File: config.mk
export PLATFORM = sky130hd
export DESIGN_NAME = aec_eval_ctrl
export DESIGN_NICKNAME = d
export VERILOG_FILES = /design/src/rtl/aec_pkg.sv /design/src/rtl/aec_stack.sv /design/src/rtl/aec_eval_ctrl.sv
export SDC_FILE = /design/constraint.sdc
export NUM_CORES = 1
export LEC_CHECK = 0
export CORE_MARGIN = 2
export CORE_UTILIZATION = 64
export DETAILED_ROUTE_END_ITERATION = 6
export PLACE_DENSITY = 0.85
export SLEW_MARGIN = 20
export SYNTH_ARGS = -nofsm -noshare
export SYNTH_HDL_FRONTEND = slang
export SYNTH_HIERARCHICAL = 1
export SYNTH_SLANG_ARGS = --single-unit
File: constraint.sdc
create_clock -name clk -period 8.4 [get_ports clk]
set_input_delay 2.1 -clock clk [delete_from_list [all_inputs] [get_ports clk]]
set_output_delay 2.1 -clock clk [all_outputs]
set_load 0.02 [all_outputs]
File: src/rtl/aec_pkg.sv
// rtl/aec_pkg.sv - shared types, ALU opcodes and token decode for the postfix evaluator
package aec_pkg;

  typedef enum logic [2:0] {
    IDLE   = 3'd0,
    ACCEPT = 3'd1,
    ISSUE  = 3'd2,
    DONE   = 3'd3,
    ERROR  = 3'd4
  } state_t;

  typedef enum logic [1:0] {
    ALU_ADD = 2'd0,
    ALU_SUB = 2'd1,
    ALU_MUL = 2'd2
  } alu_op_t;

  typedef enum logic [1:0] {
    TK_DIGIT = 2'd0,
    TK_OP    = 2'd1,
    TK_EQ    = 2'd2,
    TK_BAD   = 2'd3
  } tok_kind_t;

  localparam logic [7:0] CH_0     = 8'h30;
  localparam logic [7:0] CH_9     = 8'h39;
  localparam logic [7:0] CH_A     = 8'h61;
  localparam logic [7:0] CH_F     = 8'h66;
  localparam logic [7:0] CH_PLUS  = 8'h2b;
  localparam logic [7:0] CH_MINUS = 8'h2d;
  localparam logic [7:0] CH_STAR  = 8'h2a;
  localparam logic [7:0] CH_EQ    = 8'h3d;

  function automatic tok_kind_t tok_kind(input logic [7:0] c);
    if ((c >= CH_0 && c <= CH_9) || (c >= CH_A && c <= CH_F)) return TK_DIGIT;
    if (c == CH_PLUS || c == CH_MINUS || c == CH_STAR) return TK_OP;
    if (c == CH_EQ) return TK_EQ;
    return TK_BAD;
  endfunction

  // '0'-'9' carry their value in the low nibble; 'a'-'f' sit at low nibble 1-6.
  function automatic logic [3:0] tok_digit(input logic [7:0] c);
    return c[3:0] + ((c >= CH_A) ? 4'd9 : 4'd0);
  endfunction

  function automatic alu_op_t tok_op(input logic [7:0] c);
    case (c)
      CH_MINUS: return ALU_SUB;
      CH_STAR:  return ALU_MUL;
      default:  return ALU_ADD;
    endcase
  endfunction

endpackage

File: src/rtl/aec_stack.sv
// rtl/aec_stack.sv - DEPTH x W operand stack with push, double pop and top/next read
module aec_stack
  import aec_pkg::*;
#(
  parameter int DEPTH = 16,
  parameter int W     = 7,
  localparam int CW   = $clog2(DEPTH + 1),
  localparam int AW   = (DEPTH > 1) ? $clog2(DEPTH) : 1
) (
  input  logic          clk,
  input  logic          rst,
  input  logic          clear,
  input  logic          push,
  input  logic [W-1:0]  push_data,
  input  logic          pop2,
  output logic [CW-1:0] count,
  output logic [W-1:0]  top,
  output logic [W-1:0]  next
);

  localparam logic [CW-1:0] FULL = CW'(DEPTH);

  logic [CW-1:0] cnt;
  logic [W-1:0]  mem [DEPTH];
  logic [AW-1:0] idx_top;
  logic [AW-1:0] idx_next;
  logic          do_push;

  assign do_push = push && !clear && !pop2 && (cnt != FULL);

  // Underflowing pops saturate at empty; the missing operands read as 0.
  always_ff @(posedge clk or negedge rst) begin
    if (!rst) begin
      cnt <= '0;
    end else if (clear) begin
      cnt <= '0;
    end else if (pop2) begin
      cnt <= (cnt >= CW'(2)) ? cnt - CW'(2) : '0;
    end else if (do_push) begin
      cnt <= cnt + CW'(1);
    end
  end

  always_ff @(posedge clk) begin
    if (do_push) mem[cnt[AW-1:0]] <= push_data;
  end

  assign idx_top  = cnt[AW-1:0] - AW'(1);
  assign idx_next = cnt[AW-1:0] - AW'(2);
  assign count    = cnt;
  assign top      = (cnt >= CW'(1)) ? mem[idx_top]  : '0;
  assign next     = (cnt >= CW'(2)) ? mem[idx_next] : '0;

endmodule

File: src/rtl/aec_eval_ctrl.sv
// rtl/aec_eval_ctrl.sv - postfix expression evaluator driving a shared ALU
// Define AEC_ERR_EN to trap overflow, underflow, bad '=' and illegal tokens.
module aec_eval_ctrl
  import aec_pkg::*;
#(
  parameter int DEPTH = 16,
  parameter int W     = 7
) (
  input  logic         clk,
  input  logic         rst,
  input  logic         tok_valid,
  input  logic [7:0]   tok_data,
  output logic         tok_ready,
  output logic         alu_req,
  output logic [1:0]   alu_op,
  output logic [W-1:0] alu_a,
  output logic [W-1:0] alu_b,
  input  logic         alu_ack,
  input  logic [W-1:0] alu_res,
  output logic         valid,
  output logic [W-1:0] result,
  output logic         err
);

  localparam int CW = $clog2(DEPTH + 1);
  localparam logic [CW-1:0] FULL = CW'(DEPTH);

  state_t        state, state_nx;
  tok_kind_t     kind;
  logic          xfer;
  logic          bad_tok;
  logic          full;
  logic          stk_clear;
  logic          stk_push;
  logic          stk_pop2;
  logic [W-1:0]  stk_din;
  logic [CW-1:0] stk_count;
  logic [W-1:0]  stk_top;
  logic [W-1:0]  stk_next;

  assign kind = tok_kind(tok_data);
  assign xfer = tok_valid && (state == ACCEPT);
  assign full = (stk_count == FULL);

`ifdef AEC_ERR_EN
  logic err_q;

  always_comb begin
    bad_tok = 1'b0;
    case (kind)
      TK_DIGIT: bad_tok = full;
      TK_OP:    bad_tok = (stk_count < CW'(2));
      TK_EQ:    bad_tok = (stk_count != CW'(1));
      default:  bad_tok = 1'b1;
    endcase
  end

  always_ff @(posedge clk or negedge rst) begin
    if (!rst) err_q <= 1'b0;
    else if (state_nx == ERROR) err_q <= 1'b1;
  end

  assign err = err_q;
`else
  assign bad_tok = 1'b0;
  assign err     = 1'b0;
`endif

  always_ff @(posedge clk or negedge rst) begin
    if (!rst) state <= IDLE;
    else      state <= state_nx;
  end

  always_comb begin
    state_nx  = state;
    stk_clear = 1'b0;
    stk_push  = 1'b0;
    stk_pop2  = 1'b0;
    stk_din   = W'(tok_digit(tok_data));
    tok_ready = 1'b0;
    alu_req   = 1'b0;
    valid     = 1'b0;
    case (state)
      IDLE: begin
        stk_clear = 1'b1;
        state_nx  = ACCEPT;
      end
      ACCEPT: begin
        tok_ready = 1'b1;
        if (xfer) begin
          if (bad_tok) begin
            state_nx = ERROR;
          end else begin
            case (kind)
              TK_DIGIT: stk_push = !full;
              TK_OP: begin
                stk_pop2 = 1'b1;
                state_nx = ISSUE;
              end
              TK_EQ:    state_nx = DONE;
              default:  ;
            endcase
          end
        end
      end
      ISSUE: begin
        alu_req = 1'b1;
        if (alu_ack) begin
          stk_push = 1'b1;
          stk_din  = alu_res;
          state_nx = ACCEPT;
        end
      end
      DONE: begin
        valid    = 1'b1;
        state_nx = IDLE;
      end
      ERROR:   state_nx = ERROR;
      default: state_nx = IDLE;
    endcase
  end

  // Operands are captured at the pop so they stay frozen for the whole request.
  always_ff @(posedge clk or negedge rst) begin
    if (!rst) begin
      alu_op <= 2'd0;
      alu_a  <= '0;
      alu_b  <= '0;
      result <= '0;
    end else if (xfer && !bad_tok) begin
      if (kind == TK_OP) begin
        alu_op <= tok_op(tok_data);
        alu_a  <= stk_next;
        alu_b  <= stk_top;
      end
      if (kind == TK_EQ) result <= stk_top;
    end
  end

  aec_stack #(
    .DEPTH (DEPTH),
    .W     (W)
  ) u_stack (
    .clk       (clk),
    .rst       (rst),
    .clear     (stk_clear),
    .push      (stk_push),
    .push_data (stk_din),
    .pop2      (stk_pop2),
    .count     (stk_count),
    .top       (stk_top),
    .next      (stk_next)
  );

endmodule
After elaboration in Yosys (flattened, before gate mapping)
Memory sizes are Yosys's and may differ from the RTL's.
Cells that the tools add are included.

operators by class
  add/subtract/negate cells = 5
  magnitude comparators = 6
  equality and inequality tests = 15
  muxes and demuxes = 39
  reductions and logical operators = 18

operators by type and width
  cell                 number
  $eq 8x6->1 const B   4
  $mux 7               4
  $mux 5               4
  $mux 1               18
  $mux 2               6
  $pmux 3 s4           1
  $ge 8x6->1 const B   1
  $ge 8x7->1 const B   1
  $le 8x6->1 const B   1
  $le 8x7->1 const B   1
  $eq 3x2->1 const B   2
  $logic_and 1x1->1    6
  $mux 3               2
  $pmux 3 s2           1
  $add 5x1->5 const B  1
  $eq 5x5->1 const B   1
  $ge 5x1->1 const B   1
  $ge 5x2->1 const B   1
  $ne 5x5->1 const B   1
  $sub 5x2->5 const B  1
  $add 4x4->4          1
  $mux 4               1
  $ne 2x2->1 const B   2
  $pmux 2 s2           1
  15 further kinds     20

storage, ports and cells
  bits in registers = 31
  memory bits (writable) = 112
  input port bits = 19
  output and inout port bits = 27
  word-level logic and storage cells = 90
  memories = 1

memories
  memory       words  bits a word  rd ports  clocked after memory_dff  write ports  line             RTL
  u_stack.mem  16     7            2         0                         1            aec_stack.sv:24  logic [W-1:0] mem [DEPTH];

Depth between registers and ports, before layout
Gate-level depths: netlist (run 1).

  word-level depth = 20
  mapped depth = 12
  mapped depth without buffers = 8

Cells and area by module
Netlist (run 1), hierarchy kept.

by module, submodules not included
  module         instances  cells an instance  area each (µm²)  seq. area each (µm²)
  aec_stack      1          355                5926.9           3488.3
  aec_eval_ctrl  1          114                1427.6           650.6

Least setup slack after synthesis (run 1)
No wires, ideal clock.

  path kind = input port to flip-flop
  from = in tok_data[2]
  to = mem u_stack.mem[13][0] (enable)
  library setup time = 360 ps
  arrival = 3815 ps
  data required time = 8040 ps
  path slack = 4225 ps
  stages = 7
  buffers on the path = 1
  cell sequence = buf_2 > nand2b_1 > a211oi_1 > or2_2 > nor3_1 > nand2_1 > nor2_1

between the ends
  cells in the longest elaborated chain, start to end = 17
  elaborated cells between the ends (all ways) = 38
  classes of those cells = order compare (4); eq/ne (5); mux (19); reduce/logical (10)

ends and longest elaborated chain
  item                                line                 RTL
  from (decl)                         aec_eval_ctrl.sv:12  input logic [7:0] tok_data,
  $eq 8x6->1                          aec_pkg.sv:36        if (c == CH_PLUS || c == CH_MINUS || c == CH_STAR) return TK_OP;
  $logic_or 1x1->1 (2 in a row)       aec_pkg.sv:36
  $mux 2                              aec_pkg.sv:36
  $mux 2                              aec_pkg.sv:37        if (c == CH_EQ) return TK_EQ;
  $mux 2                              aec_pkg.sv:38        return TK_BAD;
  $mux 2                              aec_pkg.sv:37
  $mux 2 (*)                          aec_pkg.sv:36
  $eq 2x1->1 (*)                      aec_eval_ctrl.sv:94  case (kind)
  $mux 1 (*)                          aec_eval_ctrl.sv:94
  $mux 1 (*)                          aec_eval_ctrl.sv:90  if (xfer) begin
  $mux 1 (*)                          aec_eval_ctrl.sv:83  case (state)
  named net stk_pop2                  aec_eval_ctrl.sv:35  logic stk_pop2;
  $logic_not 1->1 (*)                 aec_stack.sv:29      assign do_push = push && !clear && !pop2 && (cnt != FULL);
  $logic_and 1x1->1 (*) (2 in a row)  aec_stack.sv:29
  $mux 1 (*)                          aec_stack.sv:45      if (do_push) mem[cnt[AW-1:0]] <= push_data;
  $mux 1 (not written as such) (*)    aec_stack.sv:45
  to (decl)                           aec_stack.sv:24

Mark *: on every way through the listed nets, which the timed path passes. The rest lies on a longest branch. The select of a mux whose other input is x is not followed.

Final worst setup path (run 1)
  from = in tok_data[1]
  to = mem u_stack.mem[5][0] (enable)

The elaborated chain is that of the path after synthesis.

==> impl_metrics.ini, run 1 <==
[worst_setup_path]
crit_family = simple AND/OR/NAND/NOR gates
crit_path_max_fanout = 11
cpPeakStageDelay_ns = 0.68
arrival_ns = 4.99
crit_type = in -> reg
crit_slowest_cell = clkdlybuf4s50_1
worstSetupEndpointType = flop
crit_buf_inv = 1
critPathRequiredTime_ns = 8.46
crit_path_cell_trace = clkdlybuf4s50_1 > nand3b_1 > a211oi_1 > or2_2 > nor3_1 > nand2_1 > nor2_1
startpoint_type = input pin

[clock_tree]
cts_setup_buffers = 0
cts_root_buf = clkbuf_16
cts_buffers = 17
htreeDepth = 4
insertion_delay_ns = 0.43
hold_buffers = 0
cts_tree = built
cts_resized = 0
clk_path_buf_depth = 2
clk_pin_slew_ns = 0.06
cts.sinks = 143

[yosys]
ys_seq_area_share_pct = 56.3
yosys-top-cells-area = edfxtp_1 46%, dfrtp_1 11%, mux4_2 9.5%
synth-seq-cells = 143
synthSimpleGateAreaFrac_pct = 8.23
yosys_most_used_dff = edfxtp_1
synth-xor-area-share_pct = 1.09
synth_top_area_share_pct = 45.7
synth-compound-area-share_pct = 5.70
synth_top_family_by_area = multiplexers
synth_cell_types = 59
yosys-top-cells-count = 112 x edfxtp_1, 31 x dfrtp_1, 31 x mux4_2, 29 x mux2i_1, 21 x nor2_1
netlist_instances = 469
ys_warn_count = 6
syn_area_per_cell_um2 = 15.7
syn-num-nets = 499
synthMostInstantiatedCell = edfxtp_1
synthArstFlopShare_pct = 21.7
synth_area_mm2 = 0.00735
synth-edff-count = 112
synth_top_area_cell = edfxtp_1
yosys.area_share.adder_pct = 1.87
synthMuxAreaShare_pct = 23.9

[route]
drc = 0
dr.pass1.iters = 7
wl_mm = 18.7
drt_iter0_drc = 929
post_drt_wl_per_cell_um = 28.1
dr_total_vias = 4927
routed_via_density = 7.42
postRouteAntennaNets = 0

[global_routing]
antenna_found_initial = 0
grt_pass1_wl_mm = 28.3
grt_max_degree = 45
grt_pass1_vias = 4789
grt.overflow.total = 0
grt_usage_pct = 31.2

[min_path]
hp-class = reg -> reg

[timing]
period_minus_slack_ns = 4.93
tightest_slew_ns = 1.13
rsz0062_at_grt = no
tns_ns = 0
max_slew_margin_pct = 24.6
finClkSkew_ns = 0.0137
hold_slack_ns = 0.505
setup_viol = 0
post-route-period-util_pct = 58.6
fmax_mhz = 203
maxSlewViolCount = 0
hold_viol = 0

[layout]
final_area_mm2 = 0.00842
synthToLayoutAreaGrowth_pct = 14.4
diodes = 0
nNetsFinal = 538
final_layout_size_suffix_gt1_share_pct = 20.2
fin_cells = 664
fill_cells = 680

[placed_design]
dpl_cell_area_mm2 = 0.00785
place_inst = 632
dp_hpwl_mm = 12.4
place.gp.congestion = 0.943
io_buffers = 44

[pwr]
cellPowerDensity_mw_per_mm2 = 307
leakage_nw = 3.00
power.total_mw = 2.58
peakVddDrop_mv = 0.369

[floorplan]
ioPinCount = 46
dieArea_mm2 = 0.0124
placementRows = 39
core_mm2 = 0.0113
die_height_um = 111
die_w_um = 111
start_util_pct = 65.0

[status]
status = finished clean

[job]
cap_violations = 0
## kinds of logic after synthesis
group                    after synthesis
AND/OR/NAND/NOR                      106
multiplexers                         101
buffers and inverters                 40
other                                  1
adder cells (fa/ha/maj)               11
AO/OA/AOI/OAI                         60
flip-flops                           143
XOR/XNOR                               7
## worst paths after layout
| path | from | end | slack [ns] | depth (start not counted) |
|---|---|---|---|---|
| worst max-delay path | tok_data[1] | u_stack/mem[5][0] | 3.47 | 7 |
| worst min-delay path | result[2] | result[2] | 0.51 | 1 |
| worst max register to register | u_stack/count[0] | result[0] | 3.87 | 8 |
| worst min register to register | result[2] | result[2] | 0.51 | 1 |
| max in group asynchronous | rst | alu_a[4] | 6.06 | 2 |
| min in group asynchronous | rst | state[0] | 2.05 | 2 |
## flip-flops by register name, indices dropped and copies added (netlist names)
signal	flops
alu_op	2
u_stack/mem	112
state	3
alu_b	7
result	7
alu_a	7
u_stack/count	5
## cell type report
cell class                 count  area, um^2  share of cell area, %
inverter                      10        37.5                  0.446
sequential                   143        4140                   49.2
multi-input combinational    286        3010                   35.8
clock buffer                  18         429                   5.10
timing repair buffer          50         485                   5.77
tap                          143         179                   2.13
clock inverter                14         131                   1.56
## where the power goes
| group | leakage (nW) | internal [mW] | switching [mW] | total, mW |
|---|---|---|---|---|
| Clock | 0.260 | 0.411 | 0.309 | 0.720 |
| Sequential | 1.42 | 0.792 | 0.0173 | 0.810 |
| Combinational | 1.32 | 0.439 | 0.614 | 1.05 |
| Total | 3.00 | 1.64 | 0.940 | 2.58 |
## per-layer routing
metal	wire (um)	track usage, %
met5	0	0
met4	807	13.3
met3	2200	11.6
met1	6880	40.6
met2	8780	47.7
## through the flow
| step | util (%) | setup WS (ns) |
|---|---|---|
| floorplan | - | 4.23 |
| global placement | 69.3 | 3.26 |
| detailed placement | 69.3 | 3.12 |
| CTS | 74.2 | 3.55 |
| global route | 74.3 | 3.21 |
| finish | 74.3 | 3.47 |
## cells in the final DEF, fill, tap and decap left out, types with 2 or more instances in the layout
| cell type | count |
|---|---|
| clkdlybuf4s50_1 | 44 |
| dfrtp_1 | 31 |
| nor2_1 | 21 |
| a211oi_1 | 2 |
| a31oi_1 | 3 |
| ha_1 | 10 |
| inv_1 | 10 |
| mux2i_1 | 29 |
| inv_6 | 5 |
| o21ai_0 | 12 |
| nand2_1 | 14 |
| edfxtp_1 | 112 |
| o211ai_1 | 8 |
| nand3_1 | 17 |
| o21a_1 | 4 |
| a21oi_1 | 5 |
| buf_4 | 6 |
| o2111ai_1 | 8 |
| mux4_1 | 18 |
| mux4_2 | 31 |
| mux2_2 | 13 |
| o22ai_1 | 10 |
| nor3b_1 | 2 |
| clkbuf_16 | 17 |
| and3_1 | 4 |
| nand2b_1 | 4 |
| a21boi_0 | 2 |
| nor4_1 | 2 |
| mux2_4 | 10 |
| clkinvlp_4 | 5 |
| nor3_1 | 6 |
| xnor2_1 | 4 |
| nor2b_1 | 5 |
| nand4_1 | 15 |
| or2_2 | 3 |
Power figures use the tool's default switching activity.
==> run 2: changes to the inputs <==
--- a/config.mk
+++ b/config.mk
@@ -6,9 +6,9 @@
 export NUM_CORES = 1
 export LEC_CHECK = 0
 export CORE_MARGIN = 2
-export CORE_UTILIZATION = 64
+export CORE_UTILIZATION = 54
 export DETAILED_ROUTE_END_ITERATION = 6
-export PLACE_DENSITY = 0.85
+export PLACE_DENSITY = 0.77
 export SLEW_MARGIN = 20
 export SYNTH_ARGS = -nofsm -noshare
 export SYNTH_HDL_FRONTEND = slang
==> constraint.sdc (replaced) <==
create_clock -name clk -period 4.53 [get_ports clk]
set_input_delay 1.1325 -clock clk [delete_from_list [all_inputs] [get_ports clk]]
set_output_delay 1.1325 -clock clk [all_outputs]
set_load 0.02 [all_outputs]
==> run 2 against run 1 <==
Compared with the run above:
- power up 85%
- register-to-register slack worse by 2.6 ns
- clock skew down 0.0073 ns
- flip-flop and latch count unchanged
- final cell count up 7.5%
- via count down 4.3%
- critical path depth unchanged
- utilization down 9.8 points
- worst setup slack worse by 2.8 ns
- clock-buffer cell count up 4
- worst hold slack worse by 0.0015 ns
==> impl_metrics.ini, run 2 (synthesis results as in run 1) <==
[status]
status = finished clean

[timing]
post-route-period-util_pct = 85.3
max_slew_margin_pct = 31.1
rsz0062_at_grt = no
hold_slack_ns = 0.504
setup_viol = 0
maxSlewViolCount = 0
fmax_mhz = 259
period_minus_slack_ns = 3.86
tightest_slew_ns = 1.03
finClkSkew_ns = 0.00641
hold_viol = 0
tns_ns = 0

[layout]
synthToLayoutAreaGrowth_pct = 16.7
diodes = 0
layout_commonest_cell = edfxtp_1
final_layout_size_suffix_gt1_share_pct = 22.3
layout_common_cells = 112 x edfxtp_1, 44 x clkdlybuf4s50_1, 31 x mux4_2
final_area_mm2 = 0.00858
fill_cells = 923
largest_reg_flops = 112
nNetsFinal = 555

[worst_setup_path]
crit_slowest_cell = clkdlybuf4s50_1
crit_path_cell_trace = clkdlybuf4s50_1 > nand3b_1 > a211oi_1 > or2_2 > nor3_1 > nand2_1 > nor2_1
cpPeakStageDelay_ns = 0.69
worstSetupEndpointType = flop
critPathRequiredTime_ns = 4.58
startpoint_type = input pin
crit_family = simple AND/OR/NAND/NOR gates
arrival_ns = 3.91
crit_type = in -> reg
crit_path_max_fanout = 11
crit_buf_inv = 1

[route]
dr.pass1.iters = 5
drc = 0
drt_iter0_drc = 581
postRouteAntennaNets = 0
wl_mm = 17.6
routed_via_density = 6.60
dr_total_vias = 4714
post_drt_wl_per_cell_um = 24.6

[clock_tree]
insertion_delay_ns = 0.42
clk_pin_slew_ns = 0.06
hold_buffers = 0
cts_setup_buffers = 0
htreeDepth = 4
cts_resized = 0
clk_path_buf_depth = 2
cts_buffers = 17
cts_tree = built
cts.sinks = 143
cts_root_buf = clkbuf_16

[global_routing]
grt.overflow.total = 0
grt_max_degree = 44
grt_usage_pct = 25.5
antenna_found_initial = 0
grt_pass1_vias = 4671
grt_pass1_wl_mm = 27.1

[floorplan]
dieArea_mm2 = 0.0146
core_mm2 = 0.0133
die_height_um = 121
die_w_um = 121
start_util_pct = 55.3
ioPinCount = 46
placementRows = 42

[pwr]
leakage_nw = 3.09
cellPowerDensity_mw_per_mm2 = 556
peakVddDrop_mv = 0.347

[placed_design]
io_buffers = 44
dpl_cell_area_mm2 = 0.00803
place.gp.congestion = 0.927
dp_hpwl_mm = 12.1

[min_path]
hp-class = reg -> reg

[job]
cap_violations = 0
-- run 2: path summary, 6_finish.rpt --
path	start	end	slack [ns]	cells after the start
max in group asynchronous	rst	u_stack/count[1]	3.12	2
setup reg to reg	state[1]	u_stack/mem[4][0]	1.25	7
hold reg to reg	result[1]	result[1]	0.50	1
min in group asynchronous	rst	alu_op[0]	1.11	2
hold / removal	result[1]	result[1]	0.50	1
setup / recovery	tok_data[1]	u_stack/mem[4][0]	0.67	7
-- run 2: layer usage --
| metal | track usage [%] | vias to the layer above | wire, um | part of all wire (%) |
|---|---|---|---|---|
| met3 | 5.99 | 28 | 1300 | 7.4 |
| met4 | 7.56 | 0 | 350 | 2.0 |
| met1 | 33.2 | 2403 | 7010 | 40 |
| met5 | 0 | - | 0 | 0 |
| li1 | - | 2029 | - | - |
| met2 | 42.8 | 254 | 8920 | 51 |
-- run 2: where the power goes --
part | switching (mW) | total [mW] | internal [mW]
clock | 0.537 | 1.29 | 0.753
sequential | 0.0320 | 1.50 | 1.47
combinational | 1.12 | 1.98 | 0.857
total | 1.69 | 4.77 | 3.08
-- run 2: final cells by class --
type,instances,area (um^2),area share [%]
Clock inverter,10,78.8,0.919
Sequential cell,143,4140,48.2
Clock buffer,22,475,5.54
Tap cell,176,220,2.57
Multi-Input combinational cell,286,3000,35.0
Inverter,10,37.5,0.437
Timing Repair Buffer,67,626,7.29
-- run 2: stage by stage --
step	cells	util (%)	power [mW]	worst slack, ns
6_report	714	64.5	4.77	0.665
2_1_floorplan	469	-	2.93	1.32
3_3_place_gp	682	60.4	3.43	0.451
5_1_grt	714	64.5	4.95	0.482
4_1_cts	714	64.5	4.76	0.762
3_5_place_dp	682	60.4	3.46	0.324
